--- src/rtl/rst_sequencer.sv ---
`timescale 1ns/1ps
`default_nettype none
// ============================================================================
// Module      : rst_sequencer
// Description : Releases NUM_STAGES reset domains in order once the PLL lock
//               has been stable, re-asserts them all on lock loss, external or
//               software reset, and records the cause of every reset.
// Revision    : 1.0  initial release
// ============================================================================
module rst_sequencer #(
    parameter int unsigned NUM_STAGES         = 3,
    parameter int unsigned LOCK_STABLE_CYCLES = 16,
    parameter int unsigned STAGE_DELAY        = 8,
    parameter int unsigned MIN_HOLD           = 16
) (
    input  logic                  clk_sys,
    input  logic                  rst_sys,
    input  logic                  pll_locked_i,
    input  logic                  ext_rst_i,
    input  logic                  sw_rst_req_i,
    input  logic                  rst_cause_clr_i,
    output logic [NUM_STAGES-1:0] stage_rst_n_o,
    output logic [3:0]            rst_cause_o,
    output logic                  seq_busy_o
);

    // Counter is sized for the longest of the three intervals it measures.
    localparam int unsigned c_MAX_AB  = (LOCK_STABLE_CYCLES > STAGE_DELAY) ? LOCK_STABLE_CYCLES : STAGE_DELAY;
    localparam int unsigned c_MAX_CNT = (c_MAX_AB > MIN_HOLD) ? c_MAX_AB : MIN_HOLD;
    localparam int unsigned c_CNT_W   = $clog2(c_MAX_CNT + 1);
    localparam int unsigned c_IDX_W   = $clog2(NUM_STAGES) + 1;

    localparam logic [c_CNT_W-1:0] c_HOLD_LAST  = c_CNT_W'(MIN_HOLD - 1);
    localparam logic [c_CNT_W-1:0] c_LOCK_LAST  = c_CNT_W'(LOCK_STABLE_CYCLES - 1);
    localparam logic [c_CNT_W-1:0] c_STAGE_LAST = c_CNT_W'(STAGE_DELAY - 1);
    localparam logic [c_IDX_W-1:0] c_IDX_LAST   = c_IDX_W'(NUM_STAGES - 1);

    typedef enum logic [1:0] {
        ST_HOLD      = 2'd0,
        ST_WAIT_LOCK = 2'd1,
        ST_RELEASE   = 2'd2,
        ST_RUN       = 2'd3
    } state_t;

    state_t                  state_q, state_d;
    logic [c_CNT_W-1:0]      cnt_q, cnt_d;
    logic [c_IDX_W-1:0]      idx_q, idx_d;
    logic [NUM_STAGES-1:0]   stage_rst_n_q, stage_rst_n_d;
    logic [3:0]              rst_cause_q, rst_cause_d;
    logic                    seq_busy_q, seq_busy_d;
    logic                    lock_meta_q, lock_meta_d;
    logic                    lock_s_q, lock_s_d;
    logic                    w_lock_lost;
    logic [3:0]              w_event_bits;

    // Next-state, counter, stage and cause logic.
    always_comb begin
        state_d       = state_q;
        cnt_d         = cnt_q;
        idx_d         = idx_q;
        stage_rst_n_d = stage_rst_n_q;
        rst_cause_d   = rst_cause_clr_i ? 4'b0000 : rst_cause_q;
        lock_meta_d   = pll_locked_i;
        lock_s_d      = lock_meta_q;

        // Lock dropping while waiting for lock only restarts the stability count.
        w_lock_lost  = !lock_s_q && ((state_q == ST_RELEASE) || (state_q == ST_RUN));
        // HOLD already keeps everything asserted, so requests there are not new events.
        w_event_bits = (state_q == ST_HOLD) ? 4'b0000
                                            : {sw_rst_req_i, ext_rst_i, w_lock_lost, 1'b0};

        case (state_q)
            ST_HOLD: begin
                stage_rst_n_d = '0;
                if (ext_rst_i || sw_rst_req_i) begin
                    cnt_d = '0;
                end else if (cnt_q == c_HOLD_LAST) begin
                    state_d = ST_WAIT_LOCK;
                    cnt_d   = '0;
                end else if (cnt_q != '1) begin
                    cnt_d = cnt_q + 1'b1;
                end
            end
            ST_WAIT_LOCK: begin
                if (!lock_s_q) begin
                    cnt_d = '0;
                end else if (cnt_q == c_LOCK_LAST) begin
                    state_d = ST_RELEASE;
                    cnt_d   = '0;
                    idx_d   = '0;
                end else if (cnt_q != '1) begin
                    cnt_d = cnt_q + 1'b1;
                end
            end
            ST_RELEASE: begin
                if (cnt_q == c_STAGE_LAST) begin
                    for (int k = 0; k < NUM_STAGES; k++) begin
                        if (idx_q == c_IDX_W'(k)) begin
                            stage_rst_n_d[k] = 1'b1;
                        end
                    end
                    idx_d = idx_q + 1'b1;
                    cnt_d = '0;
                    if (idx_q == c_IDX_LAST) begin
                        state_d = ST_RUN;
                    end
                end else if (cnt_q != '1) begin
                    cnt_d = cnt_q + 1'b1;
                end
            end
            ST_RUN: begin
                stage_rst_n_d = '1;
            end
            default: begin
                state_d       = ST_HOLD;
                cnt_d         = '0;
                idx_d         = '0;
                stage_rst_n_d = '0;
            end
        endcase

        // Any reset event overrides the normal progression and drops all domains at once.
        if (w_event_bits != 4'b0000) begin
            state_d       = ST_HOLD;
            cnt_d         = '0;
            idx_d         = '0;
            stage_rst_n_d = '0;
            rst_cause_d   = rst_cause_d | w_event_bits;
        end

        seq_busy_d = (state_d != ST_RUN);
    end

    // State, counters, registered outputs and lock synchroniser.
    always_ff @(posedge clk_sys) begin
        if (rst_sys) begin
            state_q       <= ST_HOLD;
            cnt_q         <= '0;
            idx_q         <= '0;
            stage_rst_n_q <= '0;
            rst_cause_q   <= 4'b0001;
            seq_busy_q    <= 1'b1;
            lock_meta_q   <= 1'b0;
            lock_s_q      <= 1'b0;
        end else begin
            state_q       <= state_d;
            cnt_q         <= cnt_d;
            idx_q         <= idx_d;
            stage_rst_n_q <= stage_rst_n_d;
            rst_cause_q   <= rst_cause_d;
            seq_busy_q    <= seq_busy_d;
            lock_meta_q   <= lock_meta_d;
            lock_s_q      <= lock_s_d;
        end
    end

    assign stage_rst_n_o = stage_rst_n_q;
    assign rst_cause_o   = rst_cause_q;
    assign seq_busy_o    = seq_busy_q;

endmodule
`default_nettype wire
--- config.mk ---
export PLATFORM = sky130hd
export DESIGN_NAME = rst_sequencer
export DESIGN_NICKNAME = d
export VERILOG_FILES = /design/src/rtl/rst_sequencer.sv
export SDC_FILE = /design/constraint.sdc
export NUM_CORES = 1
export LEC_CHECK = 0
export CORE_UTILIZATION = 50
export CTS_CLUSTER_SIZE = 10
export DETAILED_ROUTE_END_ITERATION = 7
export PLACE_DENSITY_LB_ADDON = 0.3
export SYNTH_ARGS = -nofsm -noshare
export SYNTH_HDL_FRONTEND = slang
export SYNTH_SLANG_ARGS = --single-unit
--- constraint.sdc ---
create_clock -name clk_sys -period 2.7 [get_ports clk_sys]
set_input_delay 0.54 -clock clk_sys [delete_from_list [all_inputs] [get_ports clk_sys]]
set_output_delay 0.54 -clock clk_sys [all_outputs]
set_load 0.005 [all_outputs]
==> metrics <==
status=complete, no violations; Clock Skews=0.003712 ns; Synth Flop Type=dfxtp_1; initial antenna violation count=0; most frequent cells in the layout=dfxtp_1 (20), a21oi_1 (15), inv_1 (13), clkdlybuf4s50_1 (13), ha_1 (11); latest clock arrival within the worst-skew pair=0.30 ns; CTS max path bufs=2; WHS=0.4572 ns; Gate power share=4.5%; fin crit share=75.33%; IO Pins=14; final non-filler cell total=177; peak supply drop=378.3 µV; top achievable clock speed=491.7 MHz; total grt overflow=0; Synthesized Nets=156; DIE HEIGHT=51.32 µm; Starting Density=53.94%; cts repair resizes=0; first-pass GRT wire length=4146 µm; critical path endpoint category=register; global route hottest layer=met2; Final Slew Violations=0; Mapped Area=1216 µm²; core area=2255 µm²; Final Hold Viols=0; Max-slew headroom=68.51%; share of cells above drive strength 1=8.725%; hold crit path type=register to register; required time of the critical path=2.92 ns; met1 Usage GRT=27.61%; sw frac=18.78%; Ys Warns=0; # H-tree levels=1; initial DRC count=23; number of global-route vias before repair=942; number of max-cap violations=0; Placement Rows=17; Synth async-reset ratio=0%; dpl cells=173; GR Layer Usage met2=33.77%; register area share after synthesis=32.92%; crit path DAT=2.25 ns; Worst-Margin Slew=0.4717 ns; via count=1083; Post-Route WL=2546 µm; GRT met3 Usage=2.976%; Layout Utilization=62.04%; via/cell ratio=6.119; CTS tree=yes; flop-to-flop setup slack=0.67 ns; post-route ant nets=0; Setup CP Type=register to register; syn avg cell area=8.749 µm²; HPWL Detailed=1919 µm; Layout area overhead=15.02%; Die Wd=51.32 µm; Antenna diodes=0; net load switching power=0.0001068 W; pin count of the biggest net entering global routing=15; clock share of power=42.7%; Final WS setup=0.6661 ns; setup violators final=0; Fill cells=213; Detailed Routing Iterations Pass 1=4; final setup TNS=0 ns; Num CTS Buffers=3; Placer Congestion=0.8805; # DRC=0; CTS sink cnt=20; nets=167; RSZ-0062 raised after global routing=false; post-synthesis cell type count=44; area taken by multi-input logic gates=724.4 µm²; Port-buffer cells=13; Power Internal=0.0004620 W; hold_buf cts=0; Post-synth EDFFs=0; pwr dens=406.6 nW/µm²; clock slew at reported path FFs=0.11 ns; pre-CTS WS=0.4481 ns; Pleak=0.5396 nW; crit path max fanout=6; Critical Path Start Type=register; post-layout minimum cycle time=2.034 ns; instance count of the mapped netlist=139; sequential share of power=52.8%; post-synthesis register bit count=20; clock root buffer=clkbuf_4; DR WL/cell=14.38 µm; die area=2634 µm²; Global Route Usage Sum=21.09%; most common cell after layout, fill and taps aside=dfxtp_1; register area=400.4 µm²; Post CTS Setup Buffer Count=0
==> cells in the mapped netlist, types with 2 or more instances <==
cell / n / share of area [%]
a21o_1: 3 / 1.9
clkbuf_1: 5 / 1.5
a31oi_1: 3 / 1.5
inv_1: 13 / 4.0
nand2_1: 3 / 0.93
o21bai_1: 3 / 1.9
nor2_1: 7 / 2.2
a22oi_1: 3 / 1.9
dfxtp_1: 20 / 33
nor2b_1: 3 / 1.5
nand4_1: 3 / 1.5
o21ai_0: 6 / 2.5
a211oi_1: 3 / 1.9
o31ai_1: 2 / 1.2
nor3_1: 7 / 2.9
ha_1: 11 / 11
o311ai_0: 2 / 1.4
a21oi_1: 15 / 6.2
o211ai_1: 2 / 1.2
==> critical path, stage by stage, from the launching register on <==
cell      delay [ns]
dfxtp_1         0.45
inv_1           0.10
ha_1            0.34
a21bo_2         0.26
a22oi_1         0.07
or3b_2          0.47
a211oi_1        0.26
==> layout make-up <==
type	instances	area share [%]
Multi-Input combinational cell	98	51.79
Sequential cell	20	28.62
Timing Repair Buffer	14	9.839
Inverter	13	3.488
Tap cell	28	2.504
Clock inverter	1	2.147
Clock buffer	3	1.610
==> stage by stage <==
stage	cell area (µm²)	total power, W
floorplan	1216	0.0003187
global placement	1346	0.0003319
detailed placement	1346	0.0003325
CTS	1399	0.0005755
global route	1399	0.0005918
finish	1399	0.0005688
==> power groups by stage <==
stage	Clock, W	Sequential (W)	Combinational [W]
after floorplan	0	0.000307	0.0000120
after global placement	0	0.000307	0.0000250
after detailed placement	0	0.000307	0.0000255
after CTS	0.000250	0.000300	0.0000254
after global routing	0.000263	0.000301	0.0000278
final	0.000243	0.000300	0.0000255
==> state kept, by name (all words and copies together), names as in the netlist <==
register       count
idx_q              3
cnt_q              5
rst_cause_o        4
state_q            2
seq_busy_o         1
lock_meta_q        1
lock_s_q           1
stage_rst_n_o      3
==> final timing paths <==
path                     startpoint                     to  cells past startpoint
max           state_q[1]$_SDFF_PP0_  cnt_q[3]$_SDFFE_PP0P_                      6
min          lock_meta_q$_SDFF_PP0_    lock_s_q$_SDFF_PP0_                      1
max reg2reg   state_q[1]$_SDFF_PP0_  cnt_q[3]$_SDFFE_PP0P_                      6
min reg2reg  lock_meta_q$_SDFF_PP0_    lock_s_q$_SDFF_PP0_                      1
==> per-layer routing <==
metal | wire [µm] | up-vias
li1 | - | 529
met1 | 1186 | 519
met4 | 41 | 0
met5 | 0 | -
met2 | 1210 | 30
met3 | 108 | 5
==> kinds of logic after synthesis <==
| logic type | synth area share (%) |
|---|---|
| flip-flops | 32.92 |
| buffers and inverters | 7.510 |
| AND/OR/NAND/NOR | 19.55 |
| AO/OA/AOI/OAI | 27.98 |
| XOR/XNOR | 0.7203 |
| adder cells (fa/ha/maj) | 11.32 |
No activity file was read; power rests on OpenSTA's default activity.
